## config.mk

```make
export PLATFORM = sky130hd
export DESIGN_NAME = endian_load_formatter
export DESIGN_NICKNAME = d
export VERILOG_FILES = /design/src/rtl/endian_load_formatter_pkg.sv /design/src/rtl/endian_load_formatter_skid.sv /design/src/rtl/endian_load_formatter.sv
export SDC_FILE = /design/constraint.sdc
export NUM_CORES = 1
export LEC_CHECK = 0
export CORE_MARGIN = 4
export CORE_UTILIZATION = 39
export CTS_CLUSTER_SIZE = 20
export DETAILED_ROUTE_END_ITERATION = 7
export GPL_ROUTABILITY_DRIVEN = 0
export MAX_ROUTING_LAYER = met4
export PLACE_DENSITY_LB_ADDON = 0.2
export REMOVE_ABC_BUFFERS = 1
export SETUP_SLACK_MARGIN = 0.3
export SLEW_MARGIN = 15
export SYNTH_ARGS = -nofsm -noshare
export SYNTH_HDL_FRONTEND = slang
export SYNTH_SLANG_ARGS = --single-unit
```

## constraint.sdc

```tcl
create_clock -name clock -period 2.99 [get_ports clock]
set_input_delay 0.4485 -clock clock [delete_from_list [all_inputs] [get_ports clock]]
set_output_delay 0.4485 -clock clock [all_outputs]
set_load 0.01 [all_outputs]
```

## src/rtl/endian_load_formatter_pkg.sv

```systemverilog
// rtl/endian_load_formatter_pkg.sv - access size type and byte swap / extend helpers
package endian_load_formatter_pkg;

  typedef enum logic [1:0] {SIZE_BYTE, SIZE_HALF, SIZE_WORD, SIZE_DWORD} access_size_t;

  localparam int unsigned MAX_BYTES = 8;

  function automatic logic [3:0] size_bytes(input access_size_t size);
    return 4'd1 << size;
  endfunction

  // Reverses the low nbytes bytes of data; bytes above nbytes come back zero.
  function automatic logic [63:0] swap_bytes_n(input logic [63:0] data, input logic [3:0] nbytes);
    logic [63:0] r;
    r = '0;
    for (int i = 0; i < MAX_BYTES; i++) begin
      if (i < int'(nbytes)) r[8*i +: 8] = data[8*(int'(nbytes) - 1 - i) +: 8];
    end
    return r;
  endfunction

  function automatic logic [15:0] swap_bytes_16(input logic [15:0] data);
    logic [63:0] r;
    r = swap_bytes_n({48'd0, data}, 4'd2);
    return r[15:0];
  endfunction

  function automatic logic [31:0] swap_bytes_32(input logic [31:0] data);
    logic [63:0] r;
    r = swap_bytes_n({32'd0, data}, 4'd4);
    return r[31:0];
  endfunction

  // Keeps the low nbytes bytes and fills the rest with zeros or copies of the access MSB.
  function automatic logic [63:0] extend_n(input logic [63:0] data, input logic [3:0] nbytes,
                                           input logic sext);
    logic [63:0] r;
    logic        fill;
    fill = sext & data[8*int'(nbytes) - 1];
    for (int i = 0; i < MAX_BYTES; i++) begin
      r[8*i +: 8] = (i < int'(nbytes)) ? data[8*i +: 8] : {8{fill}};
    end
    return r;
  endfunction

endpackage

```

## src/rtl/endian_load_formatter_skid.sv

```systemverilog
// rtl/endian_load_formatter_skid.sv - two-entry skid buffer (skid_buffer_2), registered in_ready
module skid_buffer_2 #(
  parameter int WIDTH = 33
) (
  input  logic             clock,
  input  logic             reset_n,
  input  logic             in_valid,
  output logic             in_ready,
  input  logic [WIDTH-1:0] in_data,
  output logic             out_valid,
  input  logic             out_ready,
  output logic [WIDTH-1:0] out_data
);

  logic             main_valid_q, main_valid_d;
  logic [WIDTH-1:0] main_data_q, main_data_d;
  logic             skid_valid_q, skid_valid_d;
  logic [WIDTH-1:0] skid_data_q, skid_data_d;
  logic             in_ready_q, in_ready_d;
  logic             push, pop;

  always_comb begin
    main_valid_d = main_valid_q;
    main_data_d  = main_data_q;
    skid_valid_d = skid_valid_q;
    skid_data_d  = skid_data_q;
    push         = in_valid & in_ready_q;
    pop          = main_valid_q & out_ready;

    if (pop || !main_valid_q) begin
      // Main slot frees up: the older skid entry moves forward first to keep FIFO order.
      if (skid_valid_q) begin
        main_valid_d = 1'b1;
        main_data_d  = skid_data_q;
        skid_valid_d = push;
        if (push) skid_data_d = in_data;
      end else begin
        main_valid_d = push;
        if (push) main_data_d = in_data;
      end
    end else if (push) begin
      skid_valid_d = 1'b1;
      skid_data_d  = in_data;
    end

    in_ready_d = !skid_valid_d;
  end

  always_ff @(posedge clock or negedge reset_n) begin
    if (!reset_n) begin
      main_valid_q <= 1'b0;
      main_data_q  <= '0;
      skid_valid_q <= 1'b0;
      skid_data_q  <= '0;
      in_ready_q   <= 1'b1;
    end else begin
      main_valid_q <= main_valid_d;
      main_data_q  <= main_data_d;
      skid_valid_q <= skid_valid_d;
      skid_data_q  <= skid_data_d;
      in_ready_q   <= in_ready_d;
    end
  end

  assign in_ready  = in_ready_q;
  assign out_valid = main_valid_q;
  assign out_data  = main_data_q;

endmodule

```

## src/rtl/endian_load_formatter.sv

```systemverilog
// rtl/endian_load_formatter.sv - load data extract/byte-swap/extend with fault flag and counter
module endian_load_formatter
  import endian_load_formatter_pkg::*;
#(
  parameter int DATA_WIDTH  = 32,
  parameter int COUNT_WIDTH = 16
) (
  input  logic                              clock,
  input  logic                              reset_n,
  input  logic                              in_valid,
  output logic                              in_ready,
  input  logic [DATA_WIDTH-1:0]             in_data,
  input  logic [1:0]                        in_size,
  input  logic [$clog2(DATA_WIDTH/8)-1:0]   in_offset,
  input  logic                              in_big_endian,
  input  logic                              in_sign_extend,
  output logic                              out_valid,
  input  logic                              out_ready,
  output logic [DATA_WIDTH-1:0]             out_data,
  output logic                              out_misaligned,
  output logic [COUNT_WIDTH-1:0]            misaligned_count
);

  if (DATA_WIDTH != 32 && DATA_WIDTH != 64) begin : g_bad_width
    $error("endian_load_formatter: DATA_WIDTH must be 32 or 64");
  end

  access_size_t           size;
  logic [3:0]             nbytes;
  logic [63:0]            word64;
  logic [63:0]            shifted;
  logic [63:0]            ordered;
  logic                   fault;
  logic [DATA_WIDTH-1:0]  fmt_data;
  logic [DATA_WIDTH:0]    out_payload;
  logic [COUNT_WIDTH-1:0] count_q, count_d;

  assign size = access_size_t'(in_size);

  always_comb begin
    nbytes  = size_bytes(size);
    word64  = 64'(in_data);
    shifted = word64 >> {in_offset, 3'b000};
    ordered = in_big_endian ? swap_bytes_n(shifted, nbytes) : shifted;
    fault   = ((32'(in_offset) & (32'(nbytes) - 32'd1)) != 32'd0)
            || (size == SIZE_DWORD && DATA_WIDTH == 32);
    // A full-width access has nothing above its MSB, so truncation makes extend a no-op there.
    fmt_data = fault ? '0 : DATA_WIDTH'(extend_n(ordered, nbytes, in_sign_extend));
  end

  skid_buffer_2 #(
    .WIDTH(DATA_WIDTH + 1)
  ) u_skid (
    .clock     (clock),
    .reset_n   (reset_n),
    .in_valid  (in_valid),
    .in_ready  (in_ready),
    .in_data   ({fault, fmt_data}),
    .out_valid (out_valid),
    .out_ready (out_ready),
    .out_data  (out_payload)
  );

  assign out_data       = out_payload[DATA_WIDTH-1:0];
  assign out_misaligned = out_payload[DATA_WIDTH];

  // Faults are counted as they leave, so a dropped (reset) fault is never counted.
  always_comb begin
    count_d = count_q;
    if (out_valid && out_ready && out_misaligned && count_q != '1) count_d = count_q + 1'b1;
  end

  always_ff @(posedge clock or negedge reset_n) begin
    if (!reset_n) count_q <= '0;
    else          count_q <= count_d;
  end

  assign misaligned_count = count_q;

endmodule

```

==> impl_metrics.env, run 1 <==
export IMPL_cp_start_kind="input port"
export IMPL_synthMuxAreaShare=0.0941
export IMPL_yosys_top_cells_count="dfrtp_1, nand2_1, nor2_1"
export IMPL_reg2reg_depth=7
export IMPL_portBuffers=92
export IMPL_yosysMostFrequentCell="dfrtp_1"
export IMPL_diodes=0
export IMPL_timing_final_ws_setup_ps=428
export IMPL_status="finished clean"
export IMPL_clkLatencyLatePin_ps=340
export IMPL_skew_ps=8.32
export IMPL_critPathRequiredTime_ps=3200
export IMPL_peakVddDrop_v=0.000290
export IMPL_synth_edf_count=0
export IMPL_fillers=1295
export IMPL_powerDensity_nw_per_um2=673
export IMPL_fin_crit_sh=0.857
export IMPL_worstReg2RegStart="misaligned_count[7]"
export IMPL_cp_slowest_cell="mux4_2"
export IMPL_max_freq_ghz=0.390
export IMPL_worst_pin_slew_ps=802
export IMPL_async_flop_share=1.00
export IMPL_grt_max_degree=86
export IMPL_crit_type="input port to flip-flop"
export IMPL_drtIter0Drc=553
export IMPL_max_cap_violations=0
export IMPL_wire_per_inst_um=18.1
export IMPL_finalHoldViolCount=0
export IMPL_ys_top_cells_by_area="dfrtp_1, nand2_1, a21oi_1"
export IMPL_drive_above_1_share=0.199
export IMPL_slew_headroom=0.452
export IMPL_clk_pin_slew_worst_paths_ps=60
export IMPL_dieArea_sq_um=16400
export IMPL_ctsLongestPathBuffers=2
export IMPL_synthXorXnorAreaFrac=0.0219
export IMPL_utilization=0.546
export IMPL_synth_top_family_by_area="compound AO/OA/AOI/OAI gates"
export IMPL_rrSetupSlack_ps=820
export IMPL_netlist_instances=651
export IMPL_area_delta_synth_final_pct=36.0
export IMPL_synth_cell_type_count=51
export IMPL_period_minus_slack_ps=2560
export IMPL_firstDrtPassIters=6
export IMPL_ys_flop_type="dfrtp_1"
export IMPL_cp_max_fo=8
export IMPL_synth_fa_ha_area_frac=0.0312
export IMPL_holdBufCountCts=0
export IMPL_syn_area_per_cell_sq_um=8.62
export IMPL_grt_overflow=0
export IMPL_p_leak_nw=3.27
export IMPL_min_path_type="input port to asynchronous set/reset pin"
export IMPL_cts_root_buf="clkbuf_16"
export IMPL_rsz0062_at_grt="true"
export IMPL_chipWidth_um=128
export IMPL_cts_tree="built"
export IMPL_cts_buffers=9
export IMPL_synth_compound_area_frac=0.254
export IMPL_slew_violations=0
export IMPL_dp_hpwl_um=13000
export IMPL_synth_largest_area_cell="dfrtp_1"
export IMPL_cts_sinks=85
export IMPL_core_area_sq_um=14000
export IMPL_regArea_sq_um=2130
export IMPL_grt_pass1_vias=5488
export IMPL_yosys_area_share_simple=0.179
export IMPL_crit_top_cell="buf_4"
export IMPL_ios=93
export IMPL_yosysSeqAreaShare=0.379
export IMPL_arrival_ps=2770
export IMPL_power_switching_mw=1.85
export IMPL_detail_route_antenna_nets=0
export IMPL_netlist_area_sq_um=5610
export IMPL_antenna_found_initial=0
export IMPL_p_int_mw=3.28
export IMPL_r2r_end="misaligned_count[15]"
export IMPL_swShare=0.361
export IMPL_cp_cell_sequence="dlygate4sd2_1, inv_2, ha_2, buf_4, mux4_2, a22oi_2, o31ai_1, a221oi_2, a31oi_4, o21ai_1, buf_4, o21ai_0"
export IMPL_p_comb_frac=0.421
export IMPL_ys_ff_latch=85
export IMPL_cpPeakStageDelay_ps=490
export IMPL_clockPowerShare=0.225
export IMPL_multiInputGateArea_sq_um=3380
export IMPL_vias=5667
export IMPL_dp_slack_ps=-405
export IMPL_wirelength_um=17600
export IMPL_yosysWarnings=1
export IMPL_rows=43
export IMPL_vias_per_cell=5.82
export IMPL_p_seq_frac=0.354
export IMPL_endpoint_kind="flip-flop"
export IMPL_route_detailed_drc=0
export IMPL_chipHeight_um=128
export IMPL_synth_top_area_frac=0.375
export IMPL_start_util=0.401
export IMPL_grt_util_all_layers=0.224
export IMPL_finalSetupViolations=0
export IMPL_grt_pass1_wl_um=29000
export IMPL_nNetsFinal=844
export IMPL_htree_levels=3
-- worst max-delay path, delay by kind of cell --
kind / cells / cell delay (ps)
muxes: 1 / 490
adders and majority gates: 1 / 210
AOI/OAI and AO/OA: 6 / 970
buffers and inverters: 4 / 650
-- power groups by stage --
stage               logic, mW  registers [mW]  clock network [mW]
finish                   2.16            1.82                1.16
global route             2.35            1.88                1.24
CTS                      2.15            1.82                1.18
detailed placement       2.12            1.84                   0
global placement         2.08            1.82                   0
floorplan               0.865            1.94                   0
-- stage by stage --
stage / instances / area, sq um / TNS [ps] / hold WS, ps / power [mW]
floorplan: 607 / 5430 / -19250 / 153 / 2.80
global placement: 955 / 7170 / -8910 / 454 / 3.90
detailed placement: 955 / 7170 / -13600 / 463 / 3.96
CTS: 973 / 7580 / 0 / 359 / 5.15
global route: 973 / 7630 / 0 / 245 / 5.46
finish: 973 / 7630 / 0 / 172 / 5.13
-- cells by family (layout without fill, tap and decap cells) --
| kind of cell | Yosys count | after routing |
|---|---|---|
| adders and majority gates | 14 | 14 |
| DFF | 85 | 85 |
| xor gates and xnor gates | 14 | 14 |
| and+or+nand+nor | 214 | 214 |
| AOI/OAI and AO/OA | 221 | 221 |
| muxes | 46 | 46 |
| buffers and inverters | 57 | 199 |
-- layout by cell type, fill, tap and decap left out, types with 5 or more instances in the layout --
master,count
clkdlybuf4s50_1,87
a21oi_1,55
nor3_1,6
nand3_1,9
a211oi_1,6
o21ai_1,5
a31oi_1,14
nor2_1,57
nor2b_1,7
nand4_1,7
ha_1,10
o21ai_0,50
dfrtp_1,84
o22ai_1,21
o31ai_1,19
and2_1,6
xnor2_1,12
buf_4,74
mux2_2,14
o221ai_1,5
nand2_1,75
nand2b_1,6
o221a_2,5
inv_1,7
a221oi_1,8
o31ai_2,5
mux2i_1,28
clkbuf_16,9
and3_1,26
-- cell type report --
class / count / area share
multi-input combinational: 509 / 0.443
sequential: 85 / 0.279
inverter: 13 / 0.00639
clock inverter: 4 / 0.00738
tap: 180 / 0.0295
clock buffer: 12 / 0.0336
timing repair buffer: 170 / 0.201
-- sequential cells by signal, indices dropped and copies added (netlist names) --
signal	cells
u_skid.skid_valid_q	1
u_skid.skid_data_q	33
u_skid.out_valid	1
u_skid.out_data	33
u_skid.in_ready	1
misaligned_count	16
-- worst max path at each step --
stage,cells past startpoint,slack [ps],start,endpoint
after detailed placement,13,-400,in_size[0],u_skid.skid_data_q[30]
after global routing,14,260,in_size[0],u_skid.out_data[23]
after CTS,12,440,in_size[1],u_skid.out_data[24]
final,12,430,in_size[1],u_skid.out_data[24]
after global placement,13,-300,in_size[0],u_skid.skid_data_q[27]
after floorplan,10,-460,in_size[0],u_skid.out_data[23]
-- what timing repair did --
item | in CTS | in global routing
pin swaps | 5 | 4
setup buffers | 2 | 0
endpoints found under the setup margin | 62 | 64
gates resized for setup | 26 | 11
-- routing by layer --
layer  vias up  routed length (um)  track usage
met1      2709                7790        0.306
met5         -                   0            -
met3        27                1140       0.0350
met4         0                 335       0.0680
li1       2687                   -            -
met2       244                8370        0.346
(Power assumes the default switching activity.)
==> run 2: changes to the inputs <==
--- a/config.mk
+++ b/config.mk
@@ -5,6 +5,7 @@
 export SDC_FILE = /design/constraint.sdc
 export NUM_CORES = 1
 export LEC_CHECK = 0
+export CAP_MARGIN = 20
 export CORE_MARGIN = 4
 export CORE_UTILIZATION = 39
 export CTS_CLUSTER_SIZE = 20
==> constraint.sdc (replaced) <==
create_clock -name clock -period 2.99 [get_ports clock]
set_input_delay 0.4485 -clock clock [delete_from_list [all_inputs] [get_ports clock]]
set_output_delay 0.4485 -clock clock [all_outputs]
set_load 0.005 [all_outputs]
==> results of run 2 <==
Same layout as run 1 (identical final DEF). Status: finished clean.
Among the figures that moved: total power 5.13 mW -> 5.03 mW; worst IR drop on VDD 0.000290 V -> 0.000285 V
==> run 3: changes to the inputs <==
--- a/config.mk
+++ b/config.mk
@@ -6,6 +6,7 @@
 export NUM_CORES = 1
 export LEC_CHECK = 0
 export CAP_MARGIN = 20
+export CORE_ASPECT_RATIO = 0.9
 export CORE_MARGIN = 4
 export CORE_UTILIZATION = 39
 export CTS_CLUSTER_SIZE = 20
==> run 3 against run 2 <==
Net effect: count of clock-buffer cells in the layout shrank 2; clock power grew 6%; combinational power is essentially flat; first-iteration DRC count increased by 4.5%; critical endpoint is now u_skid.out_data[23]; highest routed layer unchanged.
==> impl_metrics.env, run 3 (synthesized netlist as in run 1, its figures left out) <==
export IMPL_swShare=0.349
export IMPL_wirelength_um=17800
export IMPL_antenna_found_initial=0
export IMPL_grt_overflow=0
export IMPL_critPathRequiredTime_ps=3220
export IMPL_clk_pin_slew_worst_paths_ps=60
export IMPL_skew_ps=6.58
export IMPL_worst_pin_slew_ps=778
export IMPL_grt_pass1_vias=5568
export IMPL_slew_headroom=0.481
export IMPL_arrival_ps=2830
export IMPL_p_int_mw=3.32
export IMPL_dieArea_sq_um=16400
export IMPL_p_leak_nw=3.25
export IMPL_crit_type="input port to flip-flop"
export IMPL_clockPowerShare=0.242
export IMPL_cts_tree="built"
export IMPL_max_freq_ghz=0.385
export IMPL_chipWidth_um=134
export IMPL_p_seq_frac=0.357
export IMPL_cts_sinks=85
export IMPL_chipHeight_um=122
export IMPL_fin_crit_sh=0.868
export IMPL_cp_max_fo=16
export IMPL_peakVddDrop_v=0.000445
export IMPL_power_switching_mw=1.78
export IMPL_firstDrtPassIters=7
export IMPL_drtIter0Drc=578
export IMPL_cp_start_kind="input port"
export IMPL_drive_above_1_share=0.198
export IMPL_ios=93
export IMPL_placed_cells=963
export IMPL_detail_route_antenna_nets=0
export IMPL_finalSetupViolations=0
export IMPL_clkLatencyLatePin_ps=330
export IMPL_endpoint_kind="flip-flop"
export IMPL_utilization=0.542
export IMPL_start_util=0.399
export IMPL_grt_util_all_layers=0.223
export IMPL_route_detailed_drc=0
export IMPL_htree_levels=3
export IMPL_nNetsFinal=839
export IMPL_status="finished clean"
export IMPL_rsz0062_at_grt="false"
export IMPL_vias=5671
export IMPL_rows=41
export IMPL_finalHoldViolCount=0
export IMPL_ctsLongestPathBuffers=2
export IMPL_stdcell_count=981
export IMPL_core_area_sq_um=14100
export IMPL_powerDensity_nw_per_um2=670
export IMPL_grt_pass1_wl_um=28800
export IMPL_rrSetupSlack_ps=780
export IMPL_wire_per_inst_um=18.2
export IMPL_slew_violations=0
export IMPL_timing_hold_ws_ps=179
export IMPL_dp_hpwl_um=13200
export IMPL_grt_max_degree=86
export IMPL_portBuffers=92
export IMPL_cts_buffers=9
export IMPL_final_common_cell="clkdlybuf4s50_1"
export IMPL_diodes=0
export IMPL_max_cap_violations=0
export IMPL_vias_per_cell=5.78
export IMPL_cts_root_buf="clkbuf_16"
export IMPL_area_delta_synth_final_pct=35.7
export IMPL_p_comb_frac=0.400
export IMPL_final_cell_mix="clkdlybuf4s50_1, dfrtp_1, nand2_1"
export IMPL_min_path_type="input port to asynchronous set/reset pin"
export IMPL_period_minus_slack_ps=2600
-- run 3: cell count changes in the layout (fill, tap and decap cells not counted), sizes merged --
| cell | before | now |
|---|---|---|
| inv | 11 | 13 |
| clkbuf | 12 | 11 |
| buf | 81 | 76 |
| clkinvlp | 0 | 1 |
| bufinv | 1 | 2 |
| clkinv | 5 | 3 |
| dlygate4sd2 | 2 | 1 |
-- run 3: what timing repair did --
item                       CTS  global route
buffers inserted             2             0
hold buffers                 0             0
setup endpoints to repair   64            63
gates resized for setup     30             9
pin swaps                    6             3
-- run 3: final timing paths --
path,from,end,depth (start not counted)
setup / recovery,in_size[1],u_skid.out_data[23],14
hold / removal,reset_n,u_skid.out_data[3],1
setup reg to reg,misaligned_count[7],misaligned_count[15],7
hold reg to reg,u_skid.skid_data_q[18],u_skid.skid_data_q[18],2
max in group asynchronous,reset_n,u_skid.skid_data_q[26],1
min in group clock,u_skid.skid_data_q[18],u_skid.skid_data_q[18],2
-- run 3: critical path, cell delays in order --
cell           delay [ps]
dlygate4sd2_1         250
inv_2                 100
ha_2                  210
inv_2                  50
ha_1                  240
o21ai_2               150
nand2_1                90
a211oi_2              240
a221oi_2              100
buf_4                 160
a31oi_4               280
nor2_2                 90
buf_12                160
o311ai_1              260
-- run 3: per-stage QoR --
step | power, mW | cell area, sq um | setup slack, ps | setup TNS, ps
after detailed placement | 3.85 | 7140 | -297 | -13430
after global placement | 3.79 | 7140 | -241 | -8600
final | 5.10 | 7610 | 395 | 0
after floorplan | 2.71 | 5430 | -456 | -19250
after global routing | 5.42 | 7610 | 291 | 0
after CTS | 5.11 | 7580 | 405 | 0
-- run 3: power groups by stage --
stage	Combinational, mW	Clock, mW	Sequential [mW]
final	2.04	1.23	1.82
after global routing	2.25	1.30	1.87
after CTS	2.03	1.26	1.82
after detailed placement	2.00	0	1.85
after global placement	1.97	0	1.82
after floorplan	0.866	0	1.84
-- run 3: cell type report --
| cell class | instances | area [sq um] |
|---|---|---|
| multi-input combinational | 509 | 3380 |
| inverter | 13 | 48.8 |
| clock inverter | 6 | 93.8 |
| timing repair buffer | 165 | 1490 |
| sequential | 85 | 2130 |
| clock buffer | 10 | 239 |
| tap | 193 | 241 |
| fill | 1308 | 6440 |
-- run 3: per-layer routing --
metal | routed length, um | track usage | vias up
li1 | - | - | 2673
met1 | 8260 | 0.310 | 2741
met2 | 8100 | 0.345 | 229
met3 | 1130 | 0.0318 | 28
met4 | 358 | 0.0604 | 0
met5 | 0 | - | -
